File: src/rtl/frame_read_requester.sv
// Streams one frame out of RAM through the arbiter port as credit-limited read
// requests and replays the in-order returns as a valid/ready pixel stream.
module frame_read_requester #(
  parameter int ADDRESS_WIDTH = 25,
  parameter int DATA_WIDTH    = 16,
  parameter int BASE_ADDRESS  = 0,
  parameter int LINE_LENGTH   = 64,
  parameter int LINES         = 32,
  parameter int BUFFER_DEPTH  = 16
) (
  input  logic                     clk,
  input  logic                     reset,
  input  logic                     start,
  output logic                     busy,
  output logic                     done,
  output logic [ADDRESS_WIDTH-1:0] mem_address,
  output logic                     mem_wr,
  output logic [DATA_WIDTH-1:0]    mem_data_in,
  output logic                     mem_data_in_ready,
  input  logic                     mem_fifo_full,
  input  logic [DATA_WIDTH-1:0]    mem_data_out,
  input  logic                     mem_data_out_ready,
  output logic [DATA_WIDTH-1:0]    pix_data,
  output logic                     pix_valid,
  input  logic                     pix_ready,
  output logic                     line_end,
  output logic                     frame_end,
  output logic                     error
);
  localparam int TOTAL = LINE_LENGTH * LINES;
  localparam int IW    = (TOTAL > 1) ? $clog2(TOTAL) : 1;
  localparam int CW    = (LINE_LENGTH > 1) ? $clog2(LINE_LENGTH) : 1;
  localparam int FA    = $clog2(BUFFER_DEPTH);
  localparam int PW    = FA + 1;
  localparam logic [IW-1:0] LAST_IDX = IW'(TOTAL - 1);
  localparam logic [CW-1:0] LAST_COL = CW'(LINE_LENGTH - 1);
  localparam logic [PW-1:0] DEPTH    = PW'(BUFFER_DEPTH);

  typedef enum logic [1:0] {IDLE, ISSUE, DRAIN} state_t;

  state_t                state;
  logic [IW-1:0]         req_idx, pop_idx;
  logic [CW-1:0]         col;
  logic [PW-1:0]         credits, outstanding, ptr_w, ptr_r;
  logic [DATA_WIDTH-1:0] buf_mem [BUFFER_DEPTH];
  logic                  issue, pop, full, ret_live, ret_ok;

  assign issue     = (state == ISSUE) && !mem_fifo_full && (credits != '0);
  assign full      = (ptr_w ^ ptr_r) == {1'b1, {FA{1'b0}}};
  assign pix_valid = (ptr_w != ptr_r);
  assign pop       = pix_valid && pix_ready;
  // A full FIFO may still take a word when the head pops in the same cycle.
  assign ret_live  = mem_data_out_ready && (outstanding != '0);
  assign ret_ok    = ret_live && (!full || pop);

  assign mem_wr            = 1'b0;
  assign mem_data_in       = '0;
  assign mem_data_in_ready = issue;
  assign mem_address       = (state == ISSUE) ?
                             ADDRESS_WIDTH'(BASE_ADDRESS) + ADDRESS_WIDTH'(req_idx) : '0;

  assign busy      = (state != IDLE);
  assign pix_data  = pix_valid ? buf_mem[ptr_r[FA-1:0]] : '0;
  assign line_end  = pix_valid && (col == LAST_COL);
  assign frame_end = pix_valid && (pop_idx == LAST_IDX);
  assign done      = pop && frame_end && (state == DRAIN);

  always_ff @(posedge clk) begin
    if (ret_ok) buf_mem[ptr_w[FA-1:0]] <= mem_data_out;
  end

  always_ff @(posedge clk or posedge reset) begin
    if (reset) begin
      state       <= IDLE;
      req_idx     <= '0;
      pop_idx     <= '0;
      col         <= '0;
      credits     <= DEPTH;
      outstanding <= '0;
      ptr_w       <= '0;
      ptr_r       <= '0;
      error       <= 1'b0;
    end else begin
      if (mem_data_out_ready && !ret_ok) error <= 1'b1;
      if (ret_ok) ptr_w <= ptr_w + PW'(1);
      if (pop) begin
        ptr_r   <= ptr_r + PW'(1);
        pop_idx <= pop_idx + IW'(1);
        col     <= (col == LAST_COL) ? '0 : col + CW'(1);
      end

      // Credits cover both in-flight requests and words parked in the FIFO.
      if (issue && !pop)      credits <= credits - PW'(1);
      else if (pop && !issue) credits <= credits + PW'(1);

      if (issue && !ret_live)      outstanding <= outstanding + PW'(1);
      else if (ret_live && !issue) outstanding <= outstanding - PW'(1);

      case (state)
        IDLE: if (start) begin
          state   <= ISSUE;
          req_idx <= '0;
          pop_idx <= '0;
          col     <= '0;
        end
        ISSUE: if (issue) begin
          req_idx <= req_idx + IW'(1);
          if (req_idx == LAST_IDX) state <= DRAIN;
        end
        DRAIN: if (done) state <= IDLE;
        default: state <= IDLE;
      endcase
    end
  end
endmodule

File: config.mk
export PLATFORM = sky130hd
export DESIGN_NAME = frame_read_requester
export DESIGN_NICKNAME = d
export VERILOG_FILES = /design/src/rtl/frame_read_requester.sv
export SDC_FILE = /design/constraint.sdc
export NUM_CORES = 1
export LEC_CHECK = 0
export CORE_ASPECT_RATIO = 0.6
export CORE_UTILIZATION = 52
export DETAILED_ROUTE_END_ITERATION = 8
export PLACE_DENSITY = 0.8
export SYNTH_ARGS = -nofsm -noshare
export SYNTH_HDL_FRONTEND = slang
export SYNTH_SLANG_ARGS = --single-unit
File: constraint.sdc
create_clock -name clk -period 5.8 [get_ports clk]
set_input_delay 1.16 -clock clk [delete_from_list [all_inputs] [get_ports clk]]
set_output_delay 1.16 -clock clk [all_outputs]
set_load 0.02 [all_outputs]
Word-level counts from Yosys, hierarchy flattened
Memories as Yosys holds them, arrays and structs flattened.
Cells that the tools add are included.
{"block": "op_classes", "muxes": 23, "add_sub_neg": 9, "reduce_logical": 30, "eq_ne": 11, "bitwise_logic": 1}
{"op": "11-bit 2-to-1 mux", "count": 6}
{"op": "6-bit 2-to-1 mux", "count": 4}
{"op": "11-bit by 1-bit adder with 11-bit output (second input constant)", "count": 2}
{"op": "11-bit equality test (second input constant)", "count": 2}
{"op": "11-bit case mux with 2 select lines", "count": 1}
{"op": "5-bit by 1-bit adder with 5-bit output (second input constant)", "count": 4}
{"op": "5-bit 2-to-1 mux", "count": 4}
{"op": "16-bit 2-to-1 mux", "count": 1}
{"op": "1-bit logical AND", "count": 14}
{"op": "5-bit nonzero test", "count": 2}
{"op": "5-bit by 1-bit subtractor with 5-bit output (second input constant)", "count": 2}
{"op": "2-bit 2-to-1 mux", "count": 4}
{"op": "2-bit nonzero test", "count": 4}
{"op": "6-bit by 1-bit adder with 6-bit output (second input constant)", "count": 1}
{"op": "6-bit equality test (second input constant)", "count": 1}
{"op": "1-bit logical NOT", "count": 6}
{"op": "2-bit != test (second input constant)", "count": 3}
{"op": "2-bit case mux with 3 select lines", "count": 1}
{"op": "5-bit equality test (second input constant)", "count": 1}
{"op": "5-bit != test", "count": 1}
{"op": "5-bit XOR", "count": 1}
{"op": "4-bit AND reduction", "count": 1}
{"op": "3-bit AND reduction", "count": 1}
{"op": "2-bit by 1-bit equality test with 1-bit output (second input constant)", "count": 1}
{"op": "5 further kinds", "count": 6}
{"block": "word_totals", "mem_count": 1, "word_cells": 84, "in_bits": 22, "register_bits": 51, "ramBits": 256}
{"memory": "buf_mem", "depth": 16, "width": 16, "rd": 1, "rd_ports_with_merged_regs": 0, "wr": 1, "line": "45", "rtl": "logic [DATA_WIDTH-1:0] buf_mem [BUFFER_DEPTH];"}

Depth between registers and ports, before layout
Gate-level depths: netlist of run 1.
{"block": "depth", "depth_word": 7, "mapped_depth": 14, "mapped_depth_nobuf": 11}

Worst setup path before layout of run 1
No wires, ideal clock.
{"block": "synth_timing", "path_kind": "input-to-reg", "from": "in mem_fifo_full", "to": "reg credits[4]", "t_arrival_ps": 3315, "cell_stages": 11, "setup_slack_ps": 2410, "setup_ps": 75, "cell_sequence": "a21oi_1 > and2_1 > ha_1 > buf_2 > xor2_1 > ha_1 > o21a_1 > o221a_2 > o21a_1 > nor3_1 > xor2_1"}
{"block": "synth_via", "elab_chain_cells": 6}
{"item": "from (decl)", "line": "20", "rtl": "input logic mem_fifo_full,"}
{"item": "1-bit logical NOT *", "line": "48", "rtl": "assign issue = (state == ISSUE) && !mem_fifo_full && (credits != '0);"}
{"item": "1-bit logical AND * (2 in series)", "line": "48"}
{"item": "net mem_data_in_ready", "line": "19", "rtl": "output logic mem_data_in_ready,"}
{"item": "1-bit logical NOT", "line": "94", "rtl": "else if (pop && !issue) credits <= credits + PW'(1);"}
{"item": "1-bit logical AND", "line": "94"}
{"item": "2-bit nonzero test (no source line)"}
{"item": "to (signal assigned)", "line": "93", "rtl": "if (issue && !pop) credits <= credits - PW'(1);"}
{"item": "to (signal assigned)", "line": "94"}
{"item": "to (decl)", "line": "44", "rtl": "logic [PW-1:0] credits, outstanding, ptr_w, ptr_r;"}
The timed path passes the listed nets; every way through them passes the cells marked *.
A chain may end at the register's enable or synchronous reset.

Worst setup path in the final report of run 1
{"block": "layout_timing", "from": "reg ptr_r[0]", "to": "out pix_data[4]"}
{"block": "layout_via", "elab_chain_cells": 2}
{"item": "from (decl)", "line": "44"}
{"item": "from (signal assigned)", "line": "87", "rtl": "ptr_r <= ptr_r + PW'(1);"}
{"item": "memory read 16 x 16 bit or 5-bit != test (tied branches)"}
{"item": "16-bit 2-to-1 mux *", "line": "63", "rtl": "assign pix_data = pix_valid ? buf_mem[ptr_r[FA-1:0]] : '0;"}
{"item": "to (decl)", "line": "23", "rtl": "output logic [DATA_WIDTH-1:0] pix_data,"}
Mark *: on every way between the ends. The rest lies on a longest branch, timed or not.

==> results of run 1 <==
final cells by class:
type / instances / area share
multi-input cells: 414 / 0.256
well taps: 322 / 0.0272
repair buffers: 71 / 0.0462
inverters: 12 / 0.00305
clock buffers: 43 / 0.0558
flip-flops and latches: 307 / 0.607
clock inverters: 9 / 0.00491
synth_stat cells, types with 2 or more instances:
cell       number
mux2i_1        18
buf_1           4
mux4_2         64
ha_1           16
o211ai_1        5
and4_1          2
or3_1           2
a22o_1          3
nand3_1        13
or4b_1          2
buf_2          14
and3_1         18
a211oi_1       32
nor3b_1         2
nor2_2          3
nor2_1         34
clkbuf_1       17
inv_1          12
nor4_1          2
o221a_2         2
buf_4          38
mux2_2          4
dfrtp_1        50
nor2b_1        19
nor3_1          6
o2111ai_1       2
and2_1         14
o21a_1          2
nand2b_1        7
xnor2_1        18
or4_1           2
a21o_1          3
o21ai_1         2
nand2_1        21
xor2_1         21
o21ai_0        13
edfxtp_1      256
nand4_1        10
a21oi_1         6
power by group through the flow:
stage | sequential, mW | clock (mW) | combinational, mW
final | 2.94 | 1.80 | 2.60
after CTS | 2.94 | 1.82 | 2.64
after floorplan | 2.88 | 0 | 1.87
after global routing | 2.97 | 1.91 | 2.80
after detailed placement | 2.98 | 0 | 2.62
after global placement | 2.95 | 0 | 2.57
how the worst max path moves through the flow:
stage	start	endpoint	slack (ns)	cells past startpoint
2_1_floorplan	mem_fifo_full	credits[4]$_DFFE_PP1P_	2.41	11
3_3_place_gp	pix_ready	done	1.65	4
3_5_place_dp	pix_ready	done	1.66	4
4_1_cts	ptr_r[0]$_DFFE_PP0N_	pix_data[4]	1.38	6
5_1_grt	ptr_r[0]$_DFFE_PP0N_	pix_data[4]	1.31	6
6_report	ptr_r[0]$_DFFE_PP0N_	pix_data[4]	1.44	6
registers in the layout (all words and copies together), names as in the netlist:
| register | flops |
|---|---|
| credits | 5 |
| error | 1 |
| req_idx | 11 |
| pop_idx | 11 |
| outstanding | 5 |
| ptr_w | 5 |
| buf_mem | 256 |
| state | 2 |
| col | 6 |
| ptr_r | 5 |
per-layer routing:
layer  wire (um)  global-route usage  part of all wire
met1       11900               0.315              0.44
met2       12600               0.336              0.47
met3        2150              0.0419             0.079
met4         378              0.0399             0.014
met5           0                   0                 0
cells by family after synthesis:
kind of cell,after synthesis
DFF,307
and+or+nand+nor,161
muxes,86
buffers and inverters,86
AOI/OAI and AO/OA,80
xor gates and xnor gates,39
adders and majority gates,17
other,1
metrics by stage:
step                std cells  hold slack, ns  area [um^2]   util  worst slack, ns
finish                   1178           0.490        14800  0.605             1.44
global route             1178           0.502        14800  0.605             1.31
CTS                      1178           0.486        14800  0.605             1.38
detailed placement       1126           0.473        13900  0.568             1.66
global placement         1126           0.474        13900  0.568             1.65
floorplan                 807           0.438        13200      -             2.41
==> impl_metrics.ini, run 1 <==
[run_status]
run_status = complete, no violations

[synthesis]
muxShareOfSynthArea = 0.127
ys_warn_count = 0
synth_area_per_cell_um2 = 16.9
synthAdderAreaFrac = 0.0168
synth_top_area_frac = 0.586
synthArstFlopShare = 0.166
syn-cell-area_mm2 = 0.0131
synth_top_family_by_area = multiplexers
synth-compound-area-share = 0.0433
ys_top_cells_by_area = edfxtp_1, mux4_2, dfrtp_1
ys.flop_type = edfxtp_1
yosysTopAreaCell = edfxtp_1
synth_edf_count = 256
yosysUniqueCellTypes = 57
ys_seq_area_frac = 0.683
synthSimpleGateAreaFrac = 0.0663
synth_xor_area_frac = 0.0260
netlist_instances = 777
ys_ff_latch = 307

[worst_setup_path]
startpoint_type = flip-flop
r2r-end = credits[4]$_DFFE_PP1P_
worstPathArrival_ns = 3.20
r2r-start = state[0]$_DFFE_PP0P_
critPathRequiredTime_ns = 4.64
cp_max_fo = 67
cp_slowest_cell = mux4_2
criticalPathCategory = reg2out
end_kind = output port
rrSetupSlack_ns = 2.51
cpMostUsedCell = a211oi_1
cp_num_buf_inv = 2
r2r_cells = 10
crit_chain = buf_12 -> mux4_2 -> nor2b_1 -> a211oi_1 -> a211oi_1 -> clkdlybuf4s50_1
slowest_delay_ns = 0.58
path_delay_family = buffers and inverters

[timing]
rsz0062_at_grt = false
hold_viol = 0
worstMarginPinSlew_ns = 1.21
max_slew_margin = 0.196
period_share = 0.752
setup_viol = 0
tns_ns = 0
finalMaxSlewViolations = 0
min_period_ns = 4.36
fmax_mhz = 229
finalClockSkew_ns = 0.00982

[routing]
first_pass_iters = 7
vias_per_cell = 5.90
drc = 0
postRouteAntennaNets = 0
drt_iter0_markers = 772
via_count = 6953
routed_wl_um = 27000
post_drt_wl_per_cell_um = 23.0

[layout]
nFillCells = 1738
synthToLayoutAreaGrowth_pct = 12.7
nets = 873
ff_latch_area_mm2 = 0.00897
multi_input_area_mm2 = 0.00379
mostFrequentLayoutCell = edfxtp_1
drive_above_1_share = 0.166
n_antenna_cell = 0
final_cell_mix = edfxtp_1, mux4_2, clkdlybuf4s50_1

[placement]
place.port_buffers = 55
hpwl_um = 15800
gp_congestion = 0.848

[floorplan]
io_pins = 87
die_h_um = 125
die_w_um = 207
die-area_mm2 = 0.0259
rows = 44
coreArea_mm2 = 0.0244
start_util = 0.537

[cts]
h-tree-depth = 1
cts_tree = done
cts_buffers = 28
clock_sinks = 307
ctsHoldBuffers = 0
ctsRootBufferMaster = clkbuf_16
cts_resized = 0
clock_latency_ns = 0.54
clockBufferDepth = 3
post-cts-setup-buffers = 0
path_clk_slew_ns = 0.07

[power]
power_mw = 7.34
power_frac_clock = 0.246
leakagePower_nw = 5.14
power.switching_mw = 2.40
p_seq_frac = 0.400
swShare = 0.327
vdd_ir_drop_max_v = 0.000280
p_comb_frac = 0.354
p_per_area_mw_per_mm2 = 497
p_int_mw = 4.95

[grt]
grt_pass1_vias = 6883
grt_pass1_wl_um = 41700
grt_usage = 0.213
overflow = 0
grt_max_degree = 68
antenna_found_initial = 0

[hold_path]
hold_end = error$_DFFE_PP0P_
worstHoldStart = error$_DFFE_PP0P_
hold_depth = 1
hp-class = reg2reg

[job]
drv_cap = 0
Note: power is estimated with default switching activity, not from simulation.
==> inputs of run 2 (changes only) <==
- clock period: 5.8 -> 4.19 ns (I/O delays scaled with it)
==> run 2 against run 1 <==
Net effect: sequential share of layout area shrank 0.77 points; core utilization increased by 0.77 points; count of clock-buffer cells in the layout fell by 5; the flow now finishes with violations (DRC); clock power rose by 38%; cell count is 1.5% higher; worst setup slack worse by 1.2 ns; sequential cell count unchanged; register-to-register slack worse by 1.6 ns; non-clock buffer count up 22; die area did not move.
==> impl_metrics.ini, run 2 (synthesized netlist as in run 1, its figures left out) <==
[run_status]
run_status = finished with violations
violations = DRC

[grt]
grt_max_degree = 66
grt_pass1_vias = 6998
grt_pass1_wl_um = 42300
grt_usage = 0.217
antenna_found_initial = 0
overflow = 0

[layout]
largest_register_ffs = 256
stdcell_count = 1196
drive_above_1_share = 0.177
final_cell_mix = edfxtp_1, mux4_2, clkdlybuf4s50_1
mostFrequentLayoutCell = edfxtp_1
n_antenna_cell = 0
fin_area_mm2 = 0.0150
nets = 894
synthToLayoutAreaGrowth_pct = 14.2
nFillCells = 1749

[worst_setup_path]
cp_max_fo = 14
worstPathArrival_ns = 3.07
critPathRequiredTime_ns = 3.35
crit_chain = buf_12 -> buf_12 -> mux4_2 -> mux2i_1 -> a211oi_1 -> clkdlybuf4s50_1
slowest_delay_ns = 0.71
end_kind = output port
cp_slowest_cell = clkdlybuf4s50_1
startpoint_type = flip-flop
r2r-end = credits[4]$_DFFE_PP1P_
r2r-start = ptr_r[0]$_DFFE_PP0N_
cpMostUsedCell = buf_12
criticalPathCategory = reg2out
rrSetupSlack_ns = 0.89
r2r_cells = 13

[routing]
postRouteAntennaNets = 0
first_pass_iters = 9
via_count = 7123
drt_iter0_markers = 863
post_drt_wl_per_cell_um = 23.0
drc = 9
routed_wl_um = 27500
vias_per_cell = 5.96

[timing]
period_share = 0.933
rsz0062_at_grt = false
worstMarginPinSlew_ns = 0.859
tns_ns = 0
min_period_ns = 3.91
setup_ws_ns = 0.281
finalClockSkew_ns = 0.0184
max_slew_margin = 0.426
holdWs_ns = 0.489
setup_viol = 0
hold_viol = 0
finalMaxSlewViolations = 0
fmax_mhz = 256

[floorplan]
io_pins = 87
coreArea_mm2 = 0.0244
start_util = 0.537
die-area_mm2 = 0.0259
die_h_um = 125
rows = 44
die_w_um = 207

[cts]
clockBufferDepth = 3
clock_sinks = 307
cts_resized = 0
clock_latency_ns = 0.55
ctsRootBufferMaster = clkbuf_16
cts_buffers = 27
cts_tree = done
h-tree-depth = 1
ctsHoldBuffers = 0
post-cts-setup-buffers = 0
path_clk_slew_ns = 0.07

[placement]
gp_congestion = 0.844
place_area_mm2 = 0.0140
pre_cts_ws_ns = 0.538
dp_cells = 1142
hpwl_um = 16800
place.port_buffers = 55

[power]
leakagePower_nw = 5.25
vdd_ir_drop_max_v = 0.000431
p_per_area_mw_per_mm2 = 692

[hold_path]
hold_depth = 1
worstHoldStart = outstanding[4]$_DFFE_PP0P_
hp-class = reg2reg
hold_end = outstanding[4]$_DFFE_PP0P_

[job]
drv_cap = 0
run 2: cell types whose count changed in the layout (fill, tap and decap cells not counted), moves of 3 or more:
cell       before  now
buf_4          15   33
clkinv_2        7    2
bufinv_16       1    4
clkbuf_8        4    0
clkbuf_1        8   11
buf_12          1    5
run 2: layout make-up:
class / count / area [um^2] / area share
clock buffer: 38 / 717 / 0.0479
clock inverter: 10 / 155 / 0.0104
inverter: 12 / 45.0 / 0.00301
multi-input combinational: 414 / 3790 / 0.253
sequential: 307 / 8970 / 0.599
tap: 322 / 403 / 0.0269
timing repair buffer: 93 / 898 / 0.0600
run 2: critical path, delay by kind of cell (launching register included):
family / cells / cell delay, ns
AO/OA/AOI/OAI: 1 / 0.54
multiplexers: 2 / 0.41
buffers and inverters: 3 / 1.04
flip-flops: 1 / 0.52
run 2: how the worst max path moves through the flow:
stage          cells past startpoint                      to                 start  slack, ns
5_1_grt                            6             pix_data[9]  ptr_r[0]$_DFFE_PP0N_       0.16
3_3_place_gp                      11  credits[4]$_DFFE_PP1P_         mem_fifo_full       0.61
3_5_place_dp                      11  credits[4]$_DFFE_PP1P_         mem_fifo_full       0.54
2_1_floorplan                     11  credits[4]$_DFFE_PP1P_         mem_fifo_full       1.12
6_report                           6             pix_data[9]  ptr_r[0]$_DFFE_PP0N_       0.28
4_1_cts                            6             pix_data[0]  ptr_r[0]$_DFFE_PP0N_       0.13
run 2: metrics by stage:
step	util	power (mW)
5_1_grt	0.613	10.9
6_report	0.613	10.4
3_3_place_gp	0.575	7.78
3_5_place_dp	0.575	7.87
4_1_cts	0.610	10.4
2_1_floorplan	-	6.57
run 2: report_power, final:
group	total [mW]	internal [mW]	switching, mW	leakage [nW]
logic	3.81	1.79	2.02	1.89
registers	4.08	3.76	0.313	2.94
clock network	2.48	1.44	1.04	0.422
run 2: per-layer routing:
metal  GRT usage  share of wire  routed length (um)
met5           0              0                   0
met1       0.339           0.45               12400
met2       0.319           0.45               12200
met4      0.0457          0.019                 533
met3      0.0442          0.085                2330
==> inputs of run 3 (changes only) <==
- clock period: 4.19 -> 3.7 ns (I/O delays scaled with it)
==> run 3 against run 2 <==
Net effect: the run still ends with DRC left; sequential cell count did not move; non-clock buffer count grew 10; global-route usage is 0.30 points higher; cell count is 1.1% higher; core utilization is 1.2 points higher; clock power rose by 22%; routed wire length rose by 1.4%; sequential power up 14%; power rose by 16%; hold slack worse by 0.011 ns; largest power group unchanged; highest routed layer unchanged.
==> impl_metrics.ini, run 3 (synthesized netlist as in run 1, its figures left out) <==
[layout]
drive_above_1_share = 0.202
n_antenna_cell = 0
utilization = 0.624
nets = 905
mostFrequentLayoutCell = edfxtp_1
synthToLayoutAreaGrowth_pct = 16.4
stdcell_count = 1209
largest_register_ffs = 256
nFillCells = 1695
final_cell_mix = edfxtp_1, mux4_2, dfrtp_1

[placement]
gp_congestion = 0.831
place.port_buffers = 55
dp_cells = 1157
hpwl_um = 17200

[timing]
tns_ns = 0
min_period_ns = 3.61
period_share = 0.977
worstMarginPinSlew_ns = 0.839
fmax_mhz = 277
setup_viol = 0
finalMaxSlewViolations = 0
finalClockSkew_ns = 0.0156
rsz0062_at_grt = false
max_slew_margin = 0.440
hold_viol = 0

[floorplan]
die_w_um = 207
start_util = 0.537
rows = 44
coreArea_mm2 = 0.0244
io_pins = 87
die_h_um = 125
die-area_mm2 = 0.0259

[routing]
drt_iter0_markers = 738
post_drt_wl_per_cell_um = 23.1
first_pass_iters = 9
routed_wl_um = 27900
vias_per_cell = 5.92
via_count = 7153
postRouteAntennaNets = 0
drc = 7

[cts]
cts_tree = done
cts_buffers = 28
path_clk_slew_ns = 0.06
h-tree-depth = 1
ctsHoldBuffers = 0
clock_latency_ns = 0.55
clockBufferDepth = 3
clock_sinks = 307
ctsRootBufferMaster = clkbuf_16

[run_status]
violations = DRC
run_status = finished with violations

[grt]
grt_pass1_vias = 7153
met3_usage = 0.0404
use_met2 = 0.333
grt_pass1_wl_um = 42800
busiest_layer = met1
antenna_found_initial = 0
grt_use_met1 = 0.335
grt_max_degree = 37
overflow = 0
grt_usage = 0.220

[worst_setup_path]
criticalPathCategory = reg2out
rrSetupSlack_ns = 0.69
critPathRequiredTime_ns = 2.96
end_kind = output port
worstPathArrival_ns = 2.87
startpoint_type = flip-flop
cp_max_fo = 22

[power]
power_mw = 12.0
p_per_area_mw_per_mm2 = 787
vdd_ir_drop_max_v = 0.000486
leakagePower_nw = 5.42

[job]
drv_cap = 0

[hold_path]
hp-class = reg2reg
run 3: worst max-delay path, cell delays in order (launching register included):
cell and delay [ns]:
dfrtp_4 0.49, buf_12 0.23, mux4_2 0.52, nor2b_1 0.14, a211oi_1 0.26, a211oi_2 0.10, clkdlybuf4s50_1 0.58
run 3: metal layers:
layer  vias to the layer above  wire length, um
li1                       3148                -
met1                      3651            12800
met2                       308            12400
met3                        46             2090
met4                         0              582
met5                         -                0
run 3: path summary, 6_finish.rpt:
check,from,to,depth (start not counted)
worst max-delay path,ptr_r[0]$_DFFE_PP0N_,pix_data[12],6
worst min-delay path,outstanding[4]$_DFFE_PP0P_,outstanding[4]$_DFFE_PP0P_,1
worst max register to register,ptr_r[0]$_DFFE_PP0N_,credits[4]$_DFFE_PP1P_,13
worst min register to register,outstanding[4]$_DFFE_PP0P_,outstanding[4]$_DFFE_PP0P_,1
max in group asynchronous,reset,credits[4]$_DFFE_PP1P_,3
min in group asynchronous,reset,col[3]$_DFF_PP0_,2
run 3: final cells by class:
class	count	area, um^2	area share
multi-input combinational	414	3810	0.250
tap	322	403	0.0264
timing repair buffer	103	1060	0.0695
sequential	307	8970	0.588
inverter	12	45.0	0.00295
clock inverter	22	246	0.0161
clock buffer	29	726	0.0475
run 3: per-stage QoR:
| stage | setup WS (ns) | hold WS, ns | instance area, um^2 |
|---|---|---|---|
| final | 0.0860 | 0.478 | 15300 |
| after global routing | 0.00941 | 0.513 | 15300 |
| after CTS | 0.0181 | 0.477 | 15200 |
| after detailed placement | 0.439 | 0.463 | 14200 |
| after global placement | 0.413 | 0.469 | 14200 |
| after floorplan | 0.730 | 0.438 | 13200 |
run 3: where the power goes:
part	total [mW]	leakage [nW]	switching, mW	internal (mW)
Combinational	4.34	2.02	2.31	2.02
Clock	3.03	0.460	1.25	1.78
Sequential	4.64	2.94	0.374	4.27
Total	12.0	5.42	3.94	8.06
run 3: repair_timing:
item                       CTS  global route
setup endpoints to repair   10             7
resized for setup           11             8
gates cloned                 1             0
buffers inserted             0             0
